==> config.mk <==
export PLATFORM = sky130hd
export DESIGN_NAME = simon_ti_serial_ctrl
export DESIGN_NICKNAME = d
export VERILOG_FILES = /design/src/rtl/simon_ti_serial_ctrl.sv
export SDC_FILE = /design/constraint.sdc
export NUM_CORES = 2
export LEC_CHECK = 0
export BUFFER_PORTS_ARGS = -buffer_cell sky130_fd_sc_hd__buf_2
export CORE_MARGIN = 8
export CORE_UTILIZATION = 40
export DETAILED_ROUTE_END_ITERATION = 8
export GPL_ROUTABILITY_DRIVEN = 0
export MAX_ROUTING_LAYER = met4
export PLACE_DENSITY = 0.74
export SLEW_MARGIN = 20
export SYNTH_ARGS = -nofsm -noshare
export SYNTH_HDL_FRONTEND = slang
export SYNTH_SLANG_ARGS = --single-unit
==> constraint.sdc <==
create_clock -name clk -period 4.55 [get_ports clk]
set_input_delay 0.6825 -clock clk [delete_from_list [all_inputs] [get_ports clk]]
set_output_delay 0.6825 -clock clk [all_outputs]
set_load 0.01 [all_outputs]
==> src/rtl/simon_ti_serial_ctrl.sv <==
// Sequencer for a 2-share bit-serial Simon128/128 core.
// It latches key and plaintext shares, streams them LSB first using the
// data_rdy phase code, waits for Done and then deserialises both ciphertext
// shares. The result is presented with a valid/ready handshake.
// The A and B share paths stay in separate registers and are never combined.
module simon_ti_serial_ctrl #(
  parameter int unsigned BLK_W   = 128,
  parameter int unsigned CNT_W   = 8,
  parameter int unsigned MAX_RUN = 4096
) (
  input  logic             clk,
  input  logic             rst_n,
  input  logic             start_i,
  input  logic [BLK_W-1:0] key_a_i,
  input  logic [BLK_W-1:0] key_b_i,
  input  logic [BLK_W-1:0] pt_a_i,
  input  logic [BLK_W-1:0] pt_b_i,
  output logic             busy_o,
  output logic             core_data_ina_o,
  output logic             core_data_inb_o,
  output logic [1:0]       core_data_rdy_o,
  input  logic             core_cipher_outa_i,
  input  logic             core_cipher_outb_i,
  input  logic             core_done_i,
  output logic [BLK_W-1:0] ct_a_o,
  output logic [BLK_W-1:0] ct_b_o,
  output logic             ct_valid_o,
  input  logic             ct_ready_i,
  output logic             timeout_err_o
);

  // The run counter must be able to hold MAX_RUN-1; CNT_W must cover BLK_W-1.
  localparam int unsigned RUN_W = $clog2(MAX_RUN + 1);
  localparam logic [CNT_W-1:0] LAST_BIT = CNT_W'(BLK_W - 1);
  localparam logic [RUN_W-1:0] RUN_LAST = RUN_W'(MAX_RUN - 1);

  // Phase codes presented to the core.
  localparam logic [1:0] RDY_IDLE = 2'b00;
  localparam logic [1:0] RDY_KEY  = 2'b10;
  localparam logic [1:0] RDY_PT   = 2'b01;
  localparam logic [1:0] RDY_RUN  = 2'b11;

  typedef enum logic [2:0] {
    S_IDLE,
    S_LOAD_KEY,
    S_LOAD_PT,
    S_RUN,
    S_COLLECT,
    S_HOLD
  } state_t;

  state_t           state_q, state_d;
  logic [CNT_W-1:0] cnt_q, cnt_d;
  logic [RUN_W-1:0] run_cnt_q, run_cnt_d;

  // Latched shares; each is consumed by shifting right one bit per load cycle.
  logic [BLK_W-1:0] key_a_q, key_a_d;
  logic [BLK_W-1:0] key_b_q, key_b_d;
  logic [BLK_W-1:0] pt_a_q, pt_a_d;
  logic [BLK_W-1:0] pt_b_q, pt_b_d;

  // Ciphertext deserialisers, filled from the MSB end.
  logic [BLK_W-1:0] ct_a_q, ct_a_d;
  logic [BLK_W-1:0] ct_b_q, ct_b_d;

  logic       busy_q, busy_d;
  logic       ina_q, ina_d;
  logic       inb_q, inb_d;
  logic [1:0] rdy_q, rdy_d;
  logic       valid_q, valid_d;
  logic       tmo_q, tmo_d;

  // State and datapath registers; reset clears everything, including shares.
  always_ff @(posedge clk or negedge rst_n) begin
    if (!rst_n) begin
      state_q   <= S_IDLE;
      cnt_q     <= '0;
      run_cnt_q <= '0;
      key_a_q   <= '0;
      key_b_q   <= '0;
      pt_a_q    <= '0;
      pt_b_q    <= '0;
      ct_a_q    <= '0;
      ct_b_q    <= '0;
      busy_q    <= 1'b0;
      ina_q     <= 1'b0;
      inb_q     <= 1'b0;
      rdy_q     <= RDY_IDLE;
      valid_q   <= 1'b0;
      tmo_q     <= 1'b0;
    end else begin
      state_q   <= state_d;
      cnt_q     <= cnt_d;
      run_cnt_q <= run_cnt_d;
      key_a_q   <= key_a_d;
      key_b_q   <= key_b_d;
      pt_a_q    <= pt_a_d;
      pt_b_q    <= pt_b_d;
      ct_a_q    <= ct_a_d;
      ct_b_q    <= ct_b_d;
      busy_q    <= busy_d;
      ina_q     <= ina_d;
      inb_q     <= inb_d;
      rdy_q     <= rdy_d;
      valid_q   <= valid_d;
      tmo_q     <= tmo_d;
    end
  end

  // Next-state logic; registered outputs are computed for the cycle being entered.
  always_comb begin
    state_d   = state_q;
    cnt_d     = cnt_q;
    run_cnt_d = run_cnt_q;
    key_a_d   = key_a_q;
    key_b_d   = key_b_q;
    pt_a_d    = pt_a_q;
    pt_b_d    = pt_b_q;
    ct_a_d    = ct_a_q;
    ct_b_d    = ct_b_q;
    busy_d    = busy_q;
    ina_d     = 1'b0;
    inb_d     = 1'b0;
    rdy_d     = rdy_q;
    valid_d   = valid_q;
    tmo_d     = tmo_q;

    case (state_q)
      S_IDLE: begin
        if (start_i) begin
          key_a_d = key_a_i;
          key_b_d = key_b_i;
          pt_a_d  = pt_a_i;
          pt_b_d  = pt_b_i;
          cnt_d   = '0;
          tmo_d   = 1'b0;
          busy_d  = 1'b1;
          rdy_d   = RDY_KEY;
          ina_d   = key_a_i[0];
          inb_d   = key_b_i[0];
          state_d = S_LOAD_KEY;
        end
      end

      S_LOAD_KEY: begin
        key_a_d = key_a_q >> 1;
        key_b_d = key_b_q >> 1;
        if (cnt_q == LAST_BIT) begin
          cnt_d   = '0;
          rdy_d   = RDY_PT;
          ina_d   = pt_a_q[0];
          inb_d   = pt_b_q[0];
          state_d = S_LOAD_PT;
        end else begin
          cnt_d = cnt_q + CNT_W'(1);
          ina_d = key_a_q[1];
          inb_d = key_b_q[1];
        end
      end

      S_LOAD_PT: begin
        pt_a_d = pt_a_q >> 1;
        pt_b_d = pt_b_q >> 1;
        if (cnt_q == LAST_BIT) begin
          cnt_d     = '0;
          run_cnt_d = '0;
          rdy_d     = RDY_RUN;
          state_d   = S_RUN;
        end else begin
          cnt_d = cnt_q + CNT_W'(1);
          ina_d = pt_a_q[1];
          inb_d = pt_b_q[1];
        end
      end

      // Done takes priority over the timeout on the final allowed cycle.
      S_RUN: begin
        if (core_done_i) begin
          ct_a_d  = {core_cipher_outa_i, ct_a_q[BLK_W-1:1]};
          ct_b_d  = {core_cipher_outb_i, ct_b_q[BLK_W-1:1]};
          cnt_d   = CNT_W'(1);
          state_d = S_COLLECT;
        end else if (run_cnt_q == RUN_LAST) begin
          tmo_d   = 1'b1;
          busy_d  = 1'b0;
          rdy_d   = RDY_IDLE;
          state_d = S_IDLE;
        end else begin
          run_cnt_d = run_cnt_q + RUN_W'(1);
        end
      end

      // Done is not re-checked here; the core streams one bit per cycle.
      S_COLLECT: begin
        ct_a_d = {core_cipher_outa_i, ct_a_q[BLK_W-1:1]};
        ct_b_d = {core_cipher_outb_i, ct_b_q[BLK_W-1:1]};
        if (cnt_q == LAST_BIT) begin
          cnt_d   = '0;
          valid_d = 1'b1;
          rdy_d   = RDY_IDLE;
          state_d = S_HOLD;
        end else begin
          cnt_d = cnt_q + CNT_W'(1);
        end
      end

      S_HOLD: begin
        if (valid_q && ct_ready_i) begin
          valid_d = 1'b0;
          busy_d  = 1'b0;
          state_d = S_IDLE;
        end
      end

      default: begin
        state_d = S_IDLE;
        rdy_d   = RDY_IDLE;
        busy_d  = 1'b0;
        valid_d = 1'b0;
      end
    endcase
  end

  // Outputs come straight from registers.
  assign busy_o          = busy_q;
  assign core_data_ina_o = ina_q;
  assign core_data_inb_o = inb_q;
  assign core_data_rdy_o = rdy_q;
  assign ct_a_o          = ct_a_q;
  assign ct_b_o          = ct_b_q;
  assign ct_valid_o      = valid_q;
  assign timeout_err_o   = tmo_q;

endmodule

==> results.cfg <==
[logic_synthesis]
syn_area_mm2 = 0.0329
synth_edf_count = 0
synth_compound_area_share_pct = 11.0
synth_fa_ha_area_share_pct = 0.0760
synth-simple-area-share_pct = 15.9
yosys-mux-area-fraction_pct = 8.82
synth_top_family_by_area = simple AND/OR/NAND/NOR gates
synth-xor-area-share_pct = 0.186
synth_cells = 3228
yosysSeqAreaShare_pct = 60.6
synthArstFlopShare_pct = 100
ys.flop_type = dfrtp_1
avgSynthCellArea_um2 = 10.2
ys_types = 51
ys_seq_elements = 797
ys_warn_count = 0
syn-num-nets = 3749

[sta]
report.final.hold_viol_count = 0
fin_tns_setup_ps = 0
fin_crit_sh_pct = 64.9
slew_headroom_pct = 32.3
grt_setup_unrepaired = no
finalCriticalPeriod_ps = 2950
worst_pin_slew_ps = 1020
fin_hold_ws_ps = 158
timing.fmax_mhz = 339
final-setup-viol-count = 0
skew_ps = 29.2
slew_violations = 0

[final_layout]
final_area_mm2 = 0.0407
nNetsFinal = 4428
drive_gt1_share_pct = 31.1
multi_input_area_mm2 = 0.0119
fill_cells = 7377
area_delta_synth_final_pct = 23.6
seq_area_mm2 = 0.0199

[power]
p_int_mw = 15.5
leakage_nw = 20.8
power_frac_seq_pct = 48.2
total_power_mw = 22.2
power_switching_mw = 6.72
cellPowerDensity_mw_per_mm2 = 545
pwr-share-comb_pct = 19.9
p_clk_share_pct = 31.9
ir_worst_vdd_v = 0.000423
swShare_pct = 30.3

[clock_network]
cts_tree = built
cts_buffer_depth = 3
cts_root_buffer = clkbuf_16
clock_latency_ps = 640
htreeDepth = 3
clock_sinks = 797
holdBufCountCts = 0
cts_resized = 0
cts_setup_buffers = 0
cts_inserted_buffers = 85
clk_pin_slew_ps = 60

[global_route]
grt_pass1_vias = 26400
grt_usage_pct = 21.2
antenna_found_initial = 48
grt_max_degree = 214
grt_pass1_wl_um = 150000
grt-ovfl-total = 0

[drt]
ant_nets = 0
wl_per_cell_um = 19.5
num_vias = 26800
finalWirelength_um = 99000
dr.first_iter.drc_count = 2175
via_per_inst = 5.26
drt_pre_antenna_iters = 5
drcViolationCount = 0

[die]
fp.dieW_um = 303
io_pins = 782
start_util_pct = 40.3
die_h_um = 303
rows = 105
design.die.area_mm2 = 0.0917
core_area_mm2 = 0.0817

[critical_path]
cp_max_fo = 114
required_ps = 5060
crit_type = flop to flop
start_kind = flop
crit_arrival_ps = 3470
cp-end-kind = flop

[min_path]
hp-class = input pin to asynchronous set/reset pin

[place]
dp_hpwl_um = 69300
io_buffer_count = 781
dpl_cell_area_mm2 = 0.0377

[run]
max_cap_violations = 0

[run_status]
status = finished, final reports clean
registers in the layout, summed over array words and instances, names as in the netlist, 2 cells and up:
| name | cells |
|---|---|
| ct_a_o | 128 |
| ct_b_o | 128 |
| pt_a_q | 128 |
| pt_b_q | 128 |
| key_a_q | 127 |
| key_b_q | 127 |
| run_cnt_q | 13 |
| cnt_q | 8 |
| state_q | 3 |
| core_data_rdy_o | 2 |
worst max-delay path: stages (launching register included):
cell and delay, ps:
dfrtp_1 740, or2_2 280, or2_4 530, nand2_8 510
buf_12 430, nor2_1 180, nor2_1 60
synthesized netlist by cell type, types with 6 or more instances:
| master | instances | area, um^2 |
|---|---|---|
| and3_1 | 9 | 56.3 |
| a22o_1 | 6 | 52.6 |
| inv_1 | 6 | 22.5 |
| a31oi_1 | 259 | 1620 |
| buf_4 | 18 | 135 |
| mux2_2 | 256 | 2880 |
| a21o_1 | 6 | 45.0 |
| buf_2 | 113 | 566 |
| nor2_1 | 773 | 2900 |
| a21oi_1 | 15 | 75.1 |
| xor2_1 | 7 | 61.3 |
| buf_1 | 22 | 82.6 |
| nand2b_1 | 6 | 37.5 |
| o21ai_0 | 15 | 75.1 |
| dfrtp_1 | 797 | 19900 |
| nand3_1 | 10 | 50.1 |
| o22ai_1 | 255 | 1600 |
| nand2_1 | 521 | 1960 |
| clkbuf_1 | 76 | 285 |
logic make-up (layout without fill, tap and decap cells):
group                      count (synthesis)  in the layout
other                                      0             49
adders and majority gates                  2              2
AOI/OAI and AO/OA                        575            575
buffers and inverters                    239            980
DFF                                      797            797
and+or+nand+nor                         1350           1350
muxes                                    258            258
xor gates and xnor gates                   7              7
cells in the final DEF (no fill, tap or decap), drive strengths merged, types with 3 or more instances in the layout:
master | netlist | routed
nor3 | 3 | 3
nor2b | 3 | 3
nor2 | 773 | 773
and2 | 4 | 4
clkinv | 0 | 17
a31oi | 259 | 259
bufinv | 0 | 4
clkbuf | 76 | 119
dfrtp | 797 | 797
a21oi | 15 | 15
clkinvlp | 0 | 5
nand2 | 522 | 522
nand4 | 6 | 6
o21ai | 16 | 16
xor2 | 7 | 7
buf | 157 | 825
or2 | 4 | 4
a22o | 6 | 6
a21o | 6 | 6
mux2 | 256 | 256
o22ai | 255 | 255
nand2b | 6 | 6
a22oi | 3 | 3
diode | 0 | 49
nand3 | 11 | 11
inv | 6 | 10
and3 | 9 | 9
final timing paths:
path / from / endpoint / slack (ps) / cells after the start
max in group asynchronous: rst_n / ct_a_o[105]$_DFFE_PN0P_ / 3240 / 2
hold / removal: rst_n / ct_a_o[125]$_DFFE_PN0P_ / 160 / 1
setup / recovery: state_q[0]$_DFFE_PN0P_ / key_b_q[26]$_DFFE_PN0P_ / 1600 / 6
setup reg to reg: state_q[0]$_DFFE_PN0P_ / key_b_q[26]$_DFFE_PN0P_ / 1600 / 6
min in group clk: pt_b_i[127] / pt_b_q[127]$_DFFE_PN0P_ / 270 / 2
hold reg to reg: pt_a_q[0]$_DFFE_PN0P_ / pt_a_q[0]$_DFFE_PN0P_ / 480 / 2
power groups by stage:
stage	logic, mW	clock network [mW]	registers, mW
2_1_floorplan	3.35	0	10.3
3_3_place_gp	4.20	0	10.7
3_5_place_dp	4.41	0	10.7
4_1_cts	4.42	7.21	10.7
5_1_grt	5.07	7.50	10.9
6_report	4.41	7.07	10.7
stage by stage:
stage               instances  util [%]  worst slack (ps)
floorplan                3228         -              2680
global placement         4890      46.1              1690
detailed placement       4890      46.1              1600
CTS                      5039      49.6              1630
global route             5086      49.8              1350
finish                   5088      49.8              1600
area by class of cell:
cell class,instances,share of cell area (%)
Timing Repair Buffer,825,11.1
Inverter,6,0.0554
Tap cell,1070,3.29
Clock inverter,30,0.843
Sequential cell,797,49.0
Clock buffer,119,6.21
Multi-Input combinational cell,2192,29.2
Antenna cell,49,0.301
metal layers:
| metal | global-route usage [%] | up-vias | routed length [um] | share of wire, % |
|---|---|---|---|---|
| met5 | - | - | 0 | 0 |
| met4 | 9.89 | 0 | 3890 | 3.9 |
| met3 | 4.31 | 226 | 5730 | 5.8 |
| met2 | 32.8 | 946 | 48600 | 49 |
| met1 | 26.7 | 13100 | 40700 | 41 |
| li1 | - | 12500 | - | - |
(Power assumes the default switching activity.)
